===== config.mk =====
export PLATFORM = sky130hd
export DESIGN_NAME = romload_stream_flat
export DESIGN_NICKNAME = d
export VERILOG_FILES = /design/src/rtl/romload_stream_if.sv /design/src/rtl/romload_stream.sv /design/src/flat_wrapper.sv
export SDC_FILE = /design/constraint.sdc
export NUM_CORES = 1
export LEC_CHECK = 0
export ABC_AREA = 1
export CAP_MARGIN = 20
export CORE_MARGIN = 2
export CORE_UTILIZATION = 45
export CTS_BUF_LIST = sky130_fd_sc_hd__clkbuf_4 sky130_fd_sc_hd__clkbuf_8
export DETAILED_ROUTE_END_ITERATION = 6
export PLACE_DENSITY_LB_ADDON = 0.08
export SETUP_SLACK_MARGIN = 0.4
export SLEW_MARGIN = 10
export SYNTH_ARGS = -nofsm -noshare
export SYNTH_HDL_FRONTEND = slang
export SYNTH_SLANG_ARGS = --single-unit

===== constraint.sdc =====
create_clock -name clk -period 3.7 [get_ports clk]
set_input_delay 0.74 -clock clk [delete_from_list [all_inputs] [get_ports clk]]
set_output_delay 0.74 -clock clk [all_outputs]
set_load 0.1 [all_outputs]

===== src/rtl/romload_stream_if.sv =====
// Register bus between the softcore and the ROM-loading byte streamer.
// The master (CPU side) selects a register and drives strobes/data. The slave
// (streamer) returns read data and a combinational stall for data writes.
interface romload_stream_if;
    logic        reg_ctrl_sel;
    logic        reg_data_sel;
    logic        reg_stat_sel;
    logic [3:0]  reg_wstrb;
    logic [31:0] reg_di;
    logic [31:0] reg_do;
    logic        reg_wait;

    modport master (
        output reg_ctrl_sel,
        output reg_data_sel,
        output reg_stat_sel,
        output reg_wstrb,
        output reg_di,
        input  reg_do,
        input  reg_wait
    );

    modport slave (
        input  reg_ctrl_sel,
        input  reg_data_sel,
        input  reg_stat_sel,
        input  reg_wstrb,
        input  reg_di,
        output reg_do,
        output reg_wait
    );
endinterface


===== src/rtl/romload_stream.sv =====
// Buffered ROM-loading byte streamer.
// Words written to the data register are queued in a FIFO along with a byte
// count taken from the write strobes. The serialiser then pops them and emits
// their bytes LSB-first, one byte per BYTE_GAP cycles. Each byte's strobe
// stays high for VALID_CYCLES cycles. A full FIFO stalls the writer instead
// of dropping data. End-of-load is deferred until the stream has drained.
// Optional feature: define ROMLOAD_CHECKSUM_EN to keep a 16-bit running sum
// of the emitted bytes. The sum is visible in status bits [28:13].
module romload_stream #(
    parameter int DEPTH        = 8,
    parameter int BYTE_GAP     = 4,
    parameter int VALID_CYCLES = 2
) (
    input  logic             clk,
    input  logic             resetn,
    romload_stream_if.slave  bus,
    output logic             rom_loading,
    output logic [7:0]       rom_do,
    output logic             rom_do_valid,
    output logic             busy
);

    localparam int AW = $clog2(DEPTH);
    localparam int PW = AW + 1;
    localparam int CW = $clog2(BYTE_GAP);
    localparam logic [CW-1:0] CNT_LAST  = CW'(BYTE_GAP - 1);
    localparam logic [CW-1:0] VALID_LIM = CW'(VALID_CYCLES);

    typedef enum logic {
        S_IDLE,
        S_EMIT
    } state_t;

    state_t          state_q, state_d;
    logic [PW-1:0]   wr_ptr_q, wr_ptr_d;
    logic [PW-1:0]   rd_ptr_q, rd_ptr_d;
    logic [34:0]     mem_q [DEPTH];
    logic [34:0]     mem_wdata_d;
    logic [31:0]     shift_q, shift_d;
    logic [2:0]      left_q, left_d;
    logic [CW-1:0]   cnt_q, cnt_d;
    logic [7:0]      rom_do_q, rom_do_d;
    logic            valid_q, valid_d;
    logic            loading_q, loading_d;
    logic            pending_q, pending_d;
`ifdef ROMLOAD_CHECKSUM_EN
    logic [15:0]     csum_q, csum_d;
`endif

    logic            ctrl_wr;
    logic            data_wr;
    logic            full;
    logic            empty;
    logic            push;
    logic            pop;
    logic            load_word;
    logic [34:0]     head;
    logic [PW-1:0]   level;

    // Bytes to emit for a data write: only the low-aligned patterns shorten a word.
    function automatic logic [2:0] strobe_count(input logic [3:0] s);
        case (s)
            4'b0001: strobe_count = 3'd1;
            4'b0011: strobe_count = 3'd2;
            4'b0111: strobe_count = 3'd3;
            default: strobe_count = 3'd4;
        endcase
    endfunction

    assign ctrl_wr     = bus.reg_ctrl_sel && (bus.reg_wstrb != 4'b0000);
    assign data_wr     = bus.reg_data_sel && (bus.reg_wstrb != 4'b0000);
    assign empty       = (wr_ptr_q == rd_ptr_q);
    assign full        = (wr_ptr_q[AW] != rd_ptr_q[AW]) &&
                         (wr_ptr_q[AW-1:0] == rd_ptr_q[AW-1:0]);
    assign level       = wr_ptr_q - rd_ptr_q;
    assign push        = data_wr && loading_q && !full;
    assign head        = mem_q[rd_ptr_q[AW-1:0]];
    assign mem_wdata_d = {bus.reg_di, strobe_count(bus.reg_wstrb)};

    assign bus.reg_wait = data_wr && loading_q && full;
    assign busy         = !empty || (state_q != S_IDLE);
    assign rom_loading  = loading_q;
    assign rom_do       = rom_do_q;
    assign rom_do_valid = valid_q;

`ifdef ROMLOAD_CHECKSUM_EN
    assign bus.reg_do = bus.reg_stat_sel ?
                        {busy, pending_q, full, csum_q, 13'(level)} : 32'd0;
`else
    assign bus.reg_do = bus.reg_stat_sel ?
                        {busy, pending_q, full, 13'd0, 16'(level)} : 32'd0;
`endif

    // Next-state logic: serialiser pacing, FIFO pointers, load start/finish control.
    always_comb begin
        state_d   = state_q;
        shift_d   = shift_q;
        left_d    = left_q;
        cnt_d     = cnt_q;
        rom_do_d  = rom_do_q;
        valid_d   = valid_q;
        loading_d = loading_q;
        pending_d = pending_q;
        load_word = 1'b0;
        pop       = 1'b0;
`ifdef ROMLOAD_CHECKSUM_EN
        csum_d    = csum_q;
`endif

        case (state_q)
            S_IDLE: begin
                if (!empty) begin
                    load_word = 1'b1;
                end
            end
            S_EMIT: begin
                if (cnt_q == CNT_LAST) begin
                    if (left_q != 3'd0) begin
                        rom_do_d = shift_q[7:0];
                        shift_d  = {8'd0, shift_q[31:8]};
                        left_d   = left_q - 3'd1;
                        cnt_d    = '0;
                        valid_d  = 1'b1;
                    end else if (!empty) begin
                        load_word = 1'b1;
                    end else begin
                        state_d = S_IDLE;
                        cnt_d   = '0;
                        valid_d = 1'b0;
                    end
                end else begin
                    cnt_d   = cnt_q + 1'b1;
                    valid_d = (cnt_d < VALID_LIM);
                end
            end
            default: begin
                state_d = S_IDLE;
            end
        endcase

        if (load_word) begin
            pop      = 1'b1;
            rom_do_d = head[10:3];
            shift_d  = {8'd0, head[34:11]};
            left_d   = head[2:0] - 3'd1;
            cnt_d    = '0;
            valid_d  = 1'b1;
            state_d  = S_EMIT;
        end

        wr_ptr_d = wr_ptr_q + PW'(push);
        rd_ptr_d = rd_ptr_q + PW'(pop);

`ifdef ROMLOAD_CHECKSUM_EN
        if ((state_d == S_EMIT) && (cnt_d == '0)) begin
            csum_d = csum_q + 16'(rom_do_d);
        end
`endif

        if (pending_q && empty && (state_q == S_IDLE)) begin
            loading_d = 1'b0;
            pending_d = 1'b0;
        end

        if (ctrl_wr) begin
            if ((bus.reg_di[7:0] == 8'd1) && !loading_q) begin
                loading_d = 1'b1;
                pending_d = 1'b0;
`ifdef ROMLOAD_CHECKSUM_EN
                csum_d    = 16'd0;
`endif
            end else if (bus.reg_di[7:0] == 8'd0) begin
                pending_d = 1'b1;
            end
        end
    end

    // Register all control state; synchronous reset discards any queued words.
    always_ff @(posedge clk) begin
        if (!resetn) begin
            state_q   <= S_IDLE;
            wr_ptr_q  <= '0;
            rd_ptr_q  <= '0;
            shift_q   <= '0;
            left_q    <= '0;
            cnt_q     <= '0;
            rom_do_q  <= '0;
            valid_q   <= 1'b0;
            loading_q <= 1'b0;
            pending_q <= 1'b0;
`ifdef ROMLOAD_CHECKSUM_EN
            csum_q    <= '0;
`endif
        end else begin
            state_q   <= state_d;
            wr_ptr_q  <= wr_ptr_d;
            rd_ptr_q  <= rd_ptr_d;
            shift_q   <= shift_d;
            left_q    <= left_d;
            cnt_q     <= cnt_d;
            rom_do_q  <= rom_do_d;
            valid_q   <= valid_d;
            loading_q <= loading_d;
            pending_q <= pending_d;
`ifdef ROMLOAD_CHECKSUM_EN
            csum_q    <= csum_d;
`endif
        end
    end

    // FIFO storage needs no reset because the pointers define what is valid.
    always_ff @(posedge clk) begin
        if (push) begin
            mem_q[wr_ptr_q[AW-1:0]] <= mem_wdata_d;
        end
    end

endmodule


===== src/flat_wrapper.sv =====
// flat-port wrapper written by rule: the top's interface ports become plain ports
module romload_stream_flat 
#(
    parameter int DEPTH        = 8,
    parameter int BYTE_GAP     = 4,
    parameter int VALID_CYCLES = 2
)
  (clk, resetn, rom_loading, rom_do, rom_do_valid, busy, bus_reg_ctrl_sel, bus_reg_data_sel, bus_reg_stat_sel, bus_reg_wstrb, bus_reg_di, bus_reg_do, bus_reg_wait);
  romload_stream_if bus_i ();
  input  logic clk;
  input  logic resetn;
  output logic rom_loading;
  output logic [7:0] rom_do;
  output logic rom_do_valid;
  output logic busy;
  input wire logic [$bits(bus_i.reg_ctrl_sel)-1:0] bus_reg_ctrl_sel;
  input wire logic [$bits(bus_i.reg_data_sel)-1:0] bus_reg_data_sel;
  input wire logic [$bits(bus_i.reg_stat_sel)-1:0] bus_reg_stat_sel;
  input wire logic [$bits(bus_i.reg_wstrb)-1:0] bus_reg_wstrb;
  input wire logic [$bits(bus_i.reg_di)-1:0] bus_reg_di;
  output wire logic [$bits(bus_i.reg_do)-1:0] bus_reg_do;
  output wire logic [$bits(bus_i.reg_wait)-1:0] bus_reg_wait;
  assign bus_i.reg_ctrl_sel = bus_reg_ctrl_sel;
  assign bus_i.reg_data_sel = bus_reg_data_sel;
  assign bus_i.reg_stat_sel = bus_reg_stat_sel;
  assign bus_i.reg_wstrb = bus_reg_wstrb;
  assign bus_i.reg_di = bus_reg_di;
  assign bus_reg_do = bus_i.reg_do;
  assign bus_reg_wait = bus_i.reg_wait;
  romload_stream #(.DEPTH(DEPTH), .BYTE_GAP(BYTE_GAP), .VALID_CYCLES(VALID_CYCLES)) u_core (.clk(clk), .resetn(resetn), .bus(bus_i), .rom_loading(rom_loading), .rom_do(rom_do), .rom_do_valid(rom_do_valid), .busy(busy));
endmodule

==> flow_summary.rst <==
.. list-table::
   :header-rows: 1

   * - Metric
     - Value
   * - Pin count of the biggest net entering global routing
     - 93
   * - Register-to-Register Path Depth
     - 7
   * - Row Count
     - 62
   * - Filler Cells Inserted
     - 2,470
   * - Number of buffers inserted during clock tree synthesis
     - 54
   * - Share of layout cells above drive strength 1
     - between 10% and 20%
   * - M1 GR Usage
     - 29.7%
   * - Number of setup buffers added after CTS
     - 0
   * - Adder-Cell Fraction of Synth Area
     - 1.00%
   * - Setup repair after global routing missed its margin
     - false
   * - Synthesized flop and latch total
     - around 330
   * - Top Ports
     - 85
   * - Worst reg2reg path startpoint
     - u_core.wr_ptr_q[2]$_SDFF_PN0_
   * - Placed cells
     - 1,459
   * - Fraction of the mapped netlist area in compound gates
     - 13.6%
   * - Number of warnings printed during yosys synthesis
     - 0
   * - Fraction of synthesized area in multiplexers
     - 0%
   * - Initial Util
     - 45.9%
   * - Number of enable-type register cells in the synthesized netlist
     - 280
   * - First-pass GRT wire length
     - about 49,000 um
   * - Post-route setup slack
     - approximately 0.8 ns
   * - Data arrival time of the worst path
     - 2.15 ns
   * - Worst Min Path Start
     - u_core.rom_do_valid$_SDFFE_PN0P_
   * - Count of buffers inserted at the top-level ports
     - 59
   * - Required time worst endpoint
     - 2.96 ns
   * - Hold_buf cts
     - 0
   * - Pleak
     - between 5 and 6 nW
   * - Worst clock skew on the final layout
     - 0.0274 ns
   * - Highest-count cells in the layout ignoring fill and taps
     - sky130_fd_sc_hd__edfxtp_1 (280), sky130_fd_sc_hd__nor2_1 (156), sky130_fd_sc_hd__o21ai_0 (107), sky130_fd_sc_hd__a21oi_1 (68), sky130_fd_sc_hd__o221ai_1 (64)
   * - TritonCTS clock tree
     - built
   * - Kind of capture point of the worst setup path
     - primary output
   * - Via count
     - between 8,000 and 9,000
   * - Detail-routed net length per standard cell
     - 20.4 um
   * - Dominant synthesized flop cell
     - sky130_fd_sc_hd__edfxtp_1
   * - Crit path max-delay cell type
     - sky130_fd_sc_hd__fa_1
   * - Global-route met3 utilization
     - ~3.5%
   * - Horizontal die dimension
     - around 180 um
   * - Max-slew violation count
     - 0
   * - Die Height
     - between 150 and 200 um
   * - CORE AREA
     - just under 0.03 mm2
   * - Finished Layout Cells
     - 1,558
   * - Layout Utilization
     - 53.1%
   * - Deepest level of the CTS H-tree
     - 2
   * - Area share of the largest cell type after synthesis
     - 63.5%
   * - Run status
     - completed
   * - Hold Path Class
     - reg -> reg
   * - Crit-path max FO
     - 3
   * - Worst hold endpoint
     - u_core.rom_do_valid$_SDFFE_PN0P_
   * - Antenna Nets Post-Route
     - 0
   * - Final worst-path cycle share
     - 78.2%
   * - Startpoint type of the worst setup path
     - flip-flop
   * - Cells along the critical path
     - inv_1 > ha_1 > fa_1 > xor2_1 > nor2_1 > buf_12
   * - Mean cell area of the mapped netlist
     - 12.5 um2
   * - Number of antenna diodes
     - 0
   * - Reg-to-reg critical path endpoint
     - u_core.mem_q[7][8]$_DFFE_PP_
   * - DRC
     - 0
   * - Count of clock tree sinks
     - around 330
   * - Total standard cell area after synthesis
     - approximately 0.013 mm2
   * - Sequential fraction of the synthesis area
     - 71.0%
   * - Post-Synth Simple-Gate Area
     - 8.71%
   * - Time the final worst path needs with I/O delays and setup
     - slightly below 3 ns
   * - Total track usage
     - 20.7%
   * - Cell family with most CP delay
     - adder cells
   * - Main combinational cell family by area after synthesis
     - compound AO/OA/AOI/OAI gates
   * - Number of vias per cell
     - 5.46
   * - Grt peak-use layer
     - met2
   * - Count of maximum capacitance violations
     - 0
   * - Die Outline Area
     - 0.0308 mm2
   * - Setup TNS
     - 0 ns
   * - Worst-margin pin slew
     - 1.02 ns
   * - Setup CP Type
     - reg -> out
   * - Number of cells traversed by the worst hold path
     - 2
   * - Iteration-0 DRC Markers
     - 649
   * - Worst setup slack for register-to-register paths
     - 1.11 ns
   * - Most frequent standard cell in the layout excluding fill and tap cells
     - sky130_fd_sc_hd__edfxtp_1
   * - Met2 Track Usage GR
     - ~33%
   * - Leading post-synthesis cells by cell area
     - sky130_fd_sc_hd__edfxtp_1 (64%), sky130_fd_sc_hd__dfxtp_1 (7.4%), sky130_fd_sc_hd__nor2_1 (4.7%)
   * - Final Hold Viols
     - 0
   * - Pre-Repair DR Iteration Count
     - 5
   * - Worst Setup Slack post-DPL
     - 0.574 ns
   * - Count of distinct cell types in the synthesized netlist
     - 34
   * - Buffer and inverter count on the worst path
     - 2
   * - Post-synthesis instance total
     - about 1,100
   * - Worst slew slack as a fraction of its limit
     - 31.6%
   * - Max VDD drop
     - approximately 0.33 mV
   * - Synth async-reset ratio
     - 0%
   * - Sum of overflow across all layers after global routing
     - 0
   * - Total setup violations reported at the end of the flow
     - 0
   * - Maximum buffer depth of the clock tree
     - 3
   * - Antenna violations before repair
     - 1
   * - Max Clock Freq
     - 345 MHz
   * - Synthesized-area fraction occupied by xor and xnor cells
     - less than 1%
   * - Global placement routability congestion
     - approximately 0.73
   * - Largest stage delay, worst path
     - 0.38 ns
   * - Area added between synthesis and finish
     - 15.8%
   * - Count of instances resized after the clock tree is built
     - 0
   * - CTS Root Buffer Type
     - sky130_fd_sc_hd__clkbuf_8
   * - Net total in the final layout
     - 1,182
   * - HPWL after DPL
     - 17,800 um
   * - Register clock-pin slew on the reported worst setup and hold paths
     - 0.06 ns
   * - Via count of the first global-routing pass
     - 8,372
   * - Total length of routed wires
     - 31,700 um
   * - Power Density
     - 534 mW/mm2
   * - Overall Power
     - 0.00819 W
   * - Clock latency of the later-clocked register in the worst-skew pair
     - slightly below 0.6 ns
   * - Biggest area consumer among synthesized cells
     - sky130_fd_sc_hd__edfxtp_1
[cell type report]
type | count | area [um2] | share of cell area, %
Tap cell | 384 | 480 | 3.14
Multi-Input combinational cell | 622 | 3270 | 21.4
Timing Repair Buffer | 84 | 906 | 5.91
Sequential cell | 329 | 9400 | 61.3
Clock inverter | 16 | 128 | 0.833
Inverter | 40 | 153 | 0.996
Clock buffer | 83 | 986 | 6.44
[through the flow]
stage	hold WS (ns)	cell area, um2
after floorplan	0.444	13300
after global placement	0.455	14200
after detailed placement	0.458	14200
after CTS	0.467	15300
after global routing	0.484	15300
final	0.465	15300
[registers in the layout, summed over array words and instances (netlist names)]
name,flops
u_core.rom_loading,1
u_core.state_q,1
u_core.wr_ptr_q,4
u_core.rom_do_valid,1
u_core.cnt_q,2
u_core.mem_q,280
u_core.rom_do,8
u_core.rd_ptr_q,4
u_core.pending_q,1
u_core.shift_q,24
u_core.left_q,3
[worst max path at each step]
stage	slack, ns	startpoint	cells past startpoint	end
2_1_floorplan	0.07	u_core.rd_ptr_q[1]$_SDFF_PN0_	10	u_core.mem_q[0][0]$_DFFE_PP_
3_3_place_gp	0.59	bus_reg_wstrb[0]	8	u_core.mem_q[7][22]$_DFFE_PP_
3_5_place_dp	0.57	bus_reg_wstrb[0]	8	u_core.mem_q[5][6]$_DFFE_PP_
4_1_cts	0.76	u_core.rd_ptr_q[2]$_SDFF_PN0_	7	bus_reg_do[3]
5_1_grt	0.66	u_core.rd_ptr_q[2]$_SDFF_PN0_	8	bus_reg_do[31]
6_report	0.81	u_core.wr_ptr_q[0]$_SDFF_PN0_	6	bus_reg_do[2]
[metal layers]
layer,routed length [um],share of wire [%],vias up
li1,-,-,4023
met1,15100,47,4219
met2,14400,45,211
met3,1670,5.3,56
met4,580,1.8,0
met5,0,0,-
[synthesized netlist by cell type (all sizes together) (2+ instances only)]
master  count
a31oi       3
ha          9
inv        39
edfxtp    280
nand3      51
o21ai     167
dfxtp      49
o221ai     64
nor2      167
clkbuf     30
nor3        2
buf        64
a21oi      69
nand2      54
xnor2       2
o211ai      3
[kinds of logic after synthesis]
kind of cell / count (synthesis)
and+or+nand+nor: 276
buffers and inverters: 134
AOI/OAI and AO/OA: 308
DFF: 329
other: 1
adders and majority gates: 10
xor gates and xnor gates: 3
[worst register-to-register path: stages, from the launching register on]
cell and delay [ns]:
sky130_fd_sc_hd__dfxtp_1 0.44, sky130_fd_sc_hd__ha_1 0.33, sky130_fd_sc_hd__nand3_2 0.16, sky130_fd_sc_hd__nor2_1 0.08, sky130_fd_sc_hd__nor2_1 0.28, sky130_fd_sc_hd__nand2_1 0.32
sky130_fd_sc_hd__nor2_4 0.47, sky130_fd_sc_hd__buf_12 0.23
[report_power, final]
part           switching (W)  internal, W  total (W)  leakage, nW
Sequential         0.0000317      0.00407    0.00410         2.91
Combinational       0.000650     0.000209   0.000859         1.69
Clock                0.00139      0.00183    0.00322        0.598
Note: power is estimated with default switching activity, not from simulation.
